`config.mk`:
```
export PLATFORM = sky130hd
export DESIGN_NAME = lut_mult_loader
export DESIGN_NICKNAME = d
export VERILOG_FILES = /design/src/rtl/lut_mult_loader_pkg.sv /design/src/rtl/lut_ram_1w1r.sv /design/src/rtl/lut_mult_loader.sv
export SDC_FILE = /design/constraint.sdc
export NUM_CORES = 2
export LEC_CHECK = 0
export CAP_MARGIN = 15
export CORE_UTILIZATION = 63
export DETAILED_ROUTE_END_ITERATION = 16
export MAX_ROUTING_LAYER = met4
export PLACE_DENSITY_LB_ADDON = 0.3
export SLEW_MARGIN = 15
export SYNTH_ARGS = -nofsm -noshare
export SYNTH_HDL_FRONTEND = slang
export SYNTH_SLANG_ARGS = --single-unit
```
`constraint.sdc`:
```
create_clock -name clk -period 6.57 [get_ports clk]
set_clock_uncertainty 0.2 [all_clocks]
set_input_delay 1.314 -clock clk [delete_from_list [all_inputs] [get_ports clk]]
set_output_delay 1.314 -clock clk [all_outputs]
set_load 0.01 [all_outputs]
```
`src/rtl/lut_mult_loader_pkg.sv`:
```
// Shared definitions for the run-time loadable product table.
//   - default widths for the table address, coefficient and data word
//   - FSM state type used by the loader
//   - reference product function (addr * coef) for checking environments
package lut_mult_loader_pkg;

    localparam int DEF_ADDR_W = 8;
    localparam int DEF_COEF_W = 8;
    localparam int DEF_DATA_W = 16;

    typedef enum logic [1:0] {
        IDLE = 2'd0,
        FILL = 2'd1,
        DONE = 2'd2
    } state_t;

    // Product that the table word at 'addr' must hold after a load of 'coef'.
    function automatic logic [DEF_DATA_W-1:0] ref_product(
        input logic [DEF_ADDR_W-1:0] addr,
        input logic [DEF_COEF_W-1:0] coef
    );
        logic [DEF_DATA_W-1:0] a_ext;
        logic [DEF_DATA_W-1:0] c_ext;
        a_ext = DEF_DATA_W'(addr);
        c_ext = DEF_DATA_W'(coef);
        return a_ext * c_ext;
    endfunction

endpackage

```
`src/rtl/lut_ram_1w1r.sv`:
```
// Simple 2**ADDR_W x DATA_W storage array.
//   clk   : write clock, rising edge
//   we    : write enable
//   waddr : write address
//   wdata : write data
//   raddr : read address (asynchronous read)
//   rdata : mem[raddr]
// No reset: contents persist across reset and are undefined after power-up.
module lut_ram_1w1r #(
    parameter int ADDR_W = 8,
    parameter int DATA_W = 16
) (
    input  logic              clk,
    input  logic              we,
    input  logic [ADDR_W-1:0] waddr,
    input  logic [DATA_W-1:0] wdata,
    input  logic [ADDR_W-1:0] raddr,
    output logic [DATA_W-1:0] rdata
);

    logic [DATA_W-1:0] mem [2**ADDR_W];

    always_ff @(posedge clk) begin
        if (we) begin
            mem[waddr] <= wdata;
        end
    end

    assign rdata = mem[raddr];

endmodule

```
`src/rtl/lut_mult_loader.sv`:
```
// Loadable coefficient-product table for the distributed-arithmetic FIR.
// On an accepted start the table is filled with addr*coef for every address,
// built by repeated addition (no multiplier), then read like a product ROM.
//   clk         : system clock, rising edge
//   rst         : asynchronous active-high reset
//   start       : load request, honoured only in IDLE
//   coef        : unsigned coefficient, captured on accepted start
//   busy        : high while the table is being filled
//   done        : one-cycle pulse when the fill completes
//   table_valid : table holds a complete product set
//   rd_addr     : read address from the FIR datapath
//   rd_data     : combinational read of the table at rd_addr
// DATA_W must be at least ADDR_W+COEF_W for the products to be exact.
module lut_mult_loader
    import lut_mult_loader_pkg::*;
#(
    parameter int ADDR_W = DEF_ADDR_W,
    parameter int COEF_W = DEF_COEF_W,
    parameter int DATA_W = DEF_DATA_W
) (
    input  logic              clk,
    input  logic              rst,
    input  logic              start,
    input  logic [COEF_W-1:0] coef,
    output logic              busy,
    output logic              done,
    output logic              table_valid,
    input  logic [ADDR_W-1:0] rd_addr,
    output logic [DATA_W-1:0] rd_data
);

    state_t            state;
    state_t            state_nxt;
    logic [ADDR_W-1:0] wr_addr;
    logic [ADDR_W-1:0] wr_addr_nxt;
    logic [DATA_W-1:0] acc;
    logic [DATA_W-1:0] acc_nxt;
    logic [COEF_W-1:0] coef_q;
    logic [COEF_W-1:0] coef_nxt;
    logic              busy_nxt;
    logic              done_nxt;
    logic              table_valid_nxt;
    logic              wr_en;
    logic              last_addr;

    assign last_addr = (wr_addr == {ADDR_W{1'b1}});

    always_ff @(posedge clk or posedge rst) begin
        if (rst) begin
            state       <= IDLE;
            wr_addr     <= '0;
            acc         <= '0;
            coef_q      <= '0;
            busy        <= 1'b0;
            done        <= 1'b0;
            table_valid <= 1'b0;
        end else begin
            state       <= state_nxt;
            wr_addr     <= wr_addr_nxt;
            acc         <= acc_nxt;
            coef_q      <= coef_nxt;
            busy        <= busy_nxt;
            done        <= done_nxt;
            table_valid <= table_valid_nxt;
        end
    end

    // Status outputs are registered: they change on the edge that leaves a
    // state, so busy covers FILL and DONE, and done/table_valid appear on the
    // edge that returns to IDLE.
    always_comb begin
        state_nxt       = state;
        wr_addr_nxt     = wr_addr;
        acc_nxt         = acc;
        coef_nxt        = coef_q;
        busy_nxt        = busy;
        done_nxt        = 1'b0;
        table_valid_nxt = table_valid;
        wr_en           = 1'b0;

        unique case (state)
            IDLE: begin
                if (start) begin
                    coef_nxt        = coef;
                    acc_nxt         = '0;
                    wr_addr_nxt     = '0;
                    table_valid_nxt = 1'b0;
                    busy_nxt        = 1'b1;
                    state_nxt       = FILL;
                end
            end
            FILL: begin
                wr_en       = 1'b1;
                acc_nxt     = acc + DATA_W'(coef_q);
                // Wrap to 0 after the last address is harmless.
                wr_addr_nxt = wr_addr + ADDR_W'(1);
                if (last_addr) begin
                    state_nxt = DONE;
                end
            end
            DONE: begin
                done_nxt        = 1'b1;
                busy_nxt        = 1'b0;
                table_valid_nxt = 1'b1;
                state_nxt       = IDLE;
            end
            default: begin
                state_nxt = IDLE;
            end
        endcase
    end

    lut_ram_1w1r #(
        .ADDR_W (ADDR_W),
        .DATA_W (DATA_W)
    ) u_ram (
        .clk   (clk),
        .we    (wr_en),
        .waddr (wr_addr),
        .wdata (acc),
        .raddr (rd_addr),
        .rdata (rd_data)
    );

endmodule

```
-- Word-level counts from Yosys, hierarchy flattened
Memories as Yosys holds them, arrays and structs flattened.
Cells that the tools add are included.
- multiplexer cells: 15
- reduce and logical (&&, ||, !) cells: 7
- equal/unequal tests: 5
- add/sub/neg operators: 2
- operator list (cell ; number):
    one-hot mux 16 bit (2 select lines) ; 1
    adder 16 x 8 -> 16 bit ; 1
    two-way mux 16 bit ; 1
    one-hot mux 8 bit (2 select lines) ; 1
    adder 8 x 1 -> 8 bit, second input constant ; 1
    equality test 8 bit, second input constant ; 1
    two-way mux 8 bit ; 1
    AND reduction 2 bit ; 4
    two-way mux 1 bit ; 6
    two-way mux 2 bit ; 2
    != test 2 bit, second input constant ; 2
    one-hot mux 1 bit (2 select lines) ; 2
    one-hot mux 2 bit (2 select lines) ; 1
    nonzero test 2 bit ; 2
    equality test 2 x 1 -> 1 bit, second input constant ; 1
    equality test 2 bit, second input constant ; 1
    zero test 2 bit ; 1
- output and inout bits: 19
- bits of input ports: 19
- register bits after elaboration: 37
- memories kept: 1
- bits in writable memories: 4096
- logic and storage cells: 37
- memory list (memory ; words ; bits a word ; read ports ; clocked after Yosys merged registers in ; write ports ; RTL line ; RTL):
    u_ram.mem ; 256 ; 16 ; 1 ; 0 ; 1 ; lut_ram_1w1r.sv:21 ; logic [DATA_W-1:0] mem [2**ADDR_W];

-- Depth between registers and ports, before layout
- depth after elaboration: 4
- mapped depth: 13
- gate-level depth less buffers: 9

-- Modules after synthesis
From an unflattened synthesis, not the netlist that was laid out.
- cells, all modules: 7552
- area total of the unflattened synthesis: 160410.1 µm²
- modules (own cells, without submodules) (module ; area an instance (µm²) ; cells an instance ; sequential area each (µm²) ; times used):
    lut_ram_1w1r ; 158394.4 ; 7344 ; 122998.0 ; 1
    lut_mult_loader ; 2015.7 ; 208 ; 925.9 ; 1

-- Least setup slack after synthesis
Ideal clock, no wire load.
- path kind: register to register
- start: register acc[0]
- end: register acc[10]
- clock period less this slack: 5.572 ns
- buffers on the path: 0
- setup time: 0.309 ns
- stages on the path, launching flop included: 10
- data arrival time: 5.063 ns
- required time: 6.061 ns
- slack: 0.998 ns
- path through: dfrtp_1 > ha_1 > inv_1 > fa_1 > nor2b_1 > o21ai_0 > a21oi_1 > o21ai_1 > a211oi_1 > mux2i_1
- cells in the longest elaborated chain, start to end: 2
- RTL lines (what ; RTL line ; RTL):
    start: declaration ; lut_mult_loader.sv:36 ; logic [DATA_W-1:0] acc;
    start signal: assignment ; lut_mult_loader.sv:60 ; acc <= acc_nxt;
    adder 16 x 8 -> 16 bit ; lut_mult_loader.sv:94 ; acc_nxt = acc + DATA_W'(coef_q);
    one-hot mux 16 bit (2 select lines) ; lut_mult_loader.sv:81 ; unique case (state)
Every way passes these cells.
A chain may end at the register's enable or synchronous reset.

-- Final worst setup path
- start: input port rd_addr[2]
- end: output port rd_data[2]
- cells in the longest elaborated chain, start to end: 1
- RTL lines (what ; RTL line ; RTL):
    start: declaration ; lut_mult_loader.sv:28 ; input logic [ADDR_W-1:0] rd_addr,
    memory read (256 x 16 bit) ; - ;
    end: declaration ; lut_mult_loader.sv:29 ; output logic [DATA_W-1:0] rd_data
Every way passes these cells.

==> key figures <==
Status
  – Status: finished, violations left
  – Failing checks: setup timing

Clock tree
  – Cts hold-fix bufs: 0
  – CTS sink cnt: 4133
  – CTS tree: done
  – Root Driver: clkbuf_16
  – Htree depth: 5
  – Clock Pin Slew Worst Setup and Hold Paths: approximately 0.060 ns
  – CTS Buffer Depth: 4
  – Clk_lat worst skew: 1.00 ns
  – CTS buffer count: approximately 400

Cells and area
  – Syn-to-layout area delta: 13.2%
  – Share of layout cells above drive strength 1: a little over a quarter
  – Post-layout util: a little under three quarters
  – Register area: about 120000 sq um
  – Area of the multi-input gates: approximately 33000 sq um
  – Final nets: 7914
  – Fillcell total: roughly 13k

Synth
  – Commonest cells in the netlist: edfxtp_1 (4096), mux4_2 (847), mux2i_1 (370), nor2_1 (263), o22ai_1 (186)
  – Dominant synthesized flop cell: edfxtp_1
  – FFs w/ async S/R, synth: less than 1%
  – Syn_nets: 7227
  – Mapped Cells: a little over 7k
  – Synth area leaders: edfxtp_1 (77%), mux4_2 (12%), mux2i_1 (2.3%)
  – Yosys cell types: 70
  – Top-count cell post-synth: edfxtp_1
  – Sequential area share after synthesis: between 70 and 80%
  – Synth top area share: approximately 77%
  – Syn Std Cell Area: ~160000 sq um
  – Post-synth EDFFs: ~4k
  – #FFs+latches synth: ~4.1k
  – Synth area leader: edfxtp_1
  – Yosys warning total: 0
  – Post-Syn Area per Cell: 22.1 sq um

Floorplanning
  – Initial Util: around 63%
  – Num rows: around 180
  – Die height: 504 microns
  – I/O pin cnt: 38
  – Die ar.: roughly 250000 sq um
  – Die W: around 500 microns
  – Core footprint: 251000 sq um

Critical path
  – Crit path kind: in2out
  – Critical-path top delay cell: nor3_4
  – Worst path required time: approximately 5.1 ns
  – Crit path DAT: roughly 5.3 ns
  – Startpoint types: input pin
  – CP top delay family: simple AND/OR/NAND/NOR gates
  – Worst Setup End Kind: output pin
  – WP buf/inv: 5
  – Max stage delay on crit path: between 0.6 and 0.7 ns
  – Critical-path cell list: buf_4 > nor2b_4 > buf_12 > buf_12 > a22o_1 > nor4_1 > a21oi_2 > nand4_1 > nor3_4 > buf_4 > clkdlybuf4s50_1
  – CP Max Fanout: 27

GRT
  – GR Overflow Total: 0
  – First-pass GRT wire length: between 600000 and 700000 microns
  – Largest net degree at the start of global routing: around 220
  – Vias in the first global route: between 80k and 90k
  – Total Routing Usage GR: around a third
  – Initial antenna violation count: 20

Place
  – Final HPWL DP: roughly 250000 microns
  – Port buffer count: 37
  – GP Congestion: between 0.9 and 1

Power
  – PwrDens: ~350 nW/um^2
  – Switching part of the total: 25.3%
  – Clock group share of total power: a little over a third
  – Max IR drop VDD: approximately 0.00046 V
  – Sw Pwr: approximately 16000 uW
  – Comb pwr share: approximately a tenth
  – Internal: 46400 uW
  – Pleak: 0.0583 uW
  – Post-layout power: 62200 uW
  – Register share of total power: between 50% and 60%

Min path
  – Hold Path Class: reg2reg

STA
  – Final hold violation count: 0
  – Minimum clock period: between 6 and 7 ns
  – Worst Slack Setup Final: -0.261 ns
  – Maximum clock rate: between 100 and 150 MHz
  – Worst-margin pin slew: 1.42 ns
  – Final period util: 104%
  – Worst slew margin: 5.54%
  – RSZ-0062 raised after global routing: yes
  – Fin. max-slew vios: 0
  – Setup violations, final: 11

Detailed routing
  – Remaining routing DRC violations: 0
  – Via count: around 83k
  – Post-route ant nets: 0
  – Drt pass-1 iters: 8
  – Final wirelength: 433000 microns
  – WL/cell: between 30 and 40 microns
  – Via density: 7.22
  – DRT iter0 DRCs: between 10k and 15k

Job
  – Max-Cap Viols: 0
## per-layer routing
| layer | up-vias | global-route usage, % | wire length [microns] |
|---|---|---|---|
| met2 | 7253 | 51.7 | 204000 |
| met4 | 0 | 16.4 | 22600 |
| li1 | 32032 | - | - |
| met5 | - | - | 0 |
| met1 | 43090 | 46.6 | 148000 |
| met3 | 1113 | 8.61 | 58700 |
## final timing paths
kind                                               from                         end  slack (ns)  cells past startpoint
min in group asynchronous                           rst     table_valid$_DFFE_PP0P_        0.62                      2
worst min register to register  table_valid$_DFFE_PP0P_     table_valid$_DFFE_PP0P_        0.29                      1
worst max-delay path                         rd_addr[2]                  rd_data[2]       -0.26                     11
worst max register to register     state[0]$_DFFE_PP0P_  u_ram.mem[34][7]$_DFFE_PP_        2.08                      6
max in group asynchronous                           rst         acc[12]$_DFFE_PP0P_        4.85                      2
worst min-delay path            table_valid$_DFFE_PP0P_     table_valid$_DFFE_PP0P_        0.29                      1
## final cells by class
class | instances | share of cell area [%]
diodes | 23 | 0.0320
inverters | 14 | 0.0292
clock buffers | 488 | 5.86
well taps | 3348 | 2.33
multi-input cells | 2614 | 18.1
repair buffers | 715 | 3.67
flip-flops and latches | 4133 | 68.9
clock inverters | 233 | 1.09
## state kept, by name (all words and copies together), names as in the netlist
name and flops:
busy 1, u_ram.mem 4096, coef_q 8, state 2, table_valid 1, acc 16
wr_addr 8, done 1
## repair_timing
action                     4_1_cts  5_1_grt
setup buffers                    3        0
pin swaps                        5        5
gates cloned                     2        5
resized for setup               60       29
setup endpoints to repair       15       15
## cell families after synthesis
logic type               after synthesis  share of synthesized area, %
AO/OA/AOI/OAI                        767                          3.54
XOR/XNOR                               4                        0.0220
adder cells (fa/ha/maj)               13                         0.107
buffers and inverters                449                          1.96
flip-flops                          4133                          78.0
multiplexers                        1253                          14.7
AND/OR/NAND/NOR                      576                          1.70
## through the flow
stage / std cells / TNS (ns) / cell area (sq um) / setup WS (ns) / hold slack [ns]
2_1_floorplan: 7195 / 0 / 159000 / 0.998 / 0.284
3_3_place_gp: 10813 / -7.70 / 167000 / -1.37 / 0.277
3_5_place_dp: 10813 / -6.62 / 167000 / -1.01 / 0.286
4_1_cts: 11539 / -0.291 / 180000 / -0.111 / 0.300
5_1_grt: 11561 / -0.449 / 180000 / -0.146 / 0.326
6_report: 11568 / -0.822 / 180000 / -0.261 / 0.295
## power by group through the flow
| stage | registers, uW | logic, uW | clock network (uW) |
|---|---|---|---|
| 6_report | 33500 | 6410 | 22300 |
| 2_1_floorplan | 35200 | 1900 | 0 |
| 4_1_cts | 33500 | 6180 | 22300 |
| 5_1_grt | 33500 | 6520 | 23300 |
| 3_3_place_gp | 33900 | 5810 | 0 |
| 3_5_place_dp | 34000 | 6100 | 0 |
## layout by cell type (no fill, tap or decap), types with 73 or more instances in the layout
master        n
nand2_1      73
mux4_2      847
buf_4       593
a22oi_1     128
clkbuf_1     77
nor2_1      227
clkbuf_16   413
mux2i_1     370
a22o_1      126
a221oi_1     74
o22ai_1     180
clkinv_1    108
edfxtp_1   4096
Power figures use the tool's default switching activity.
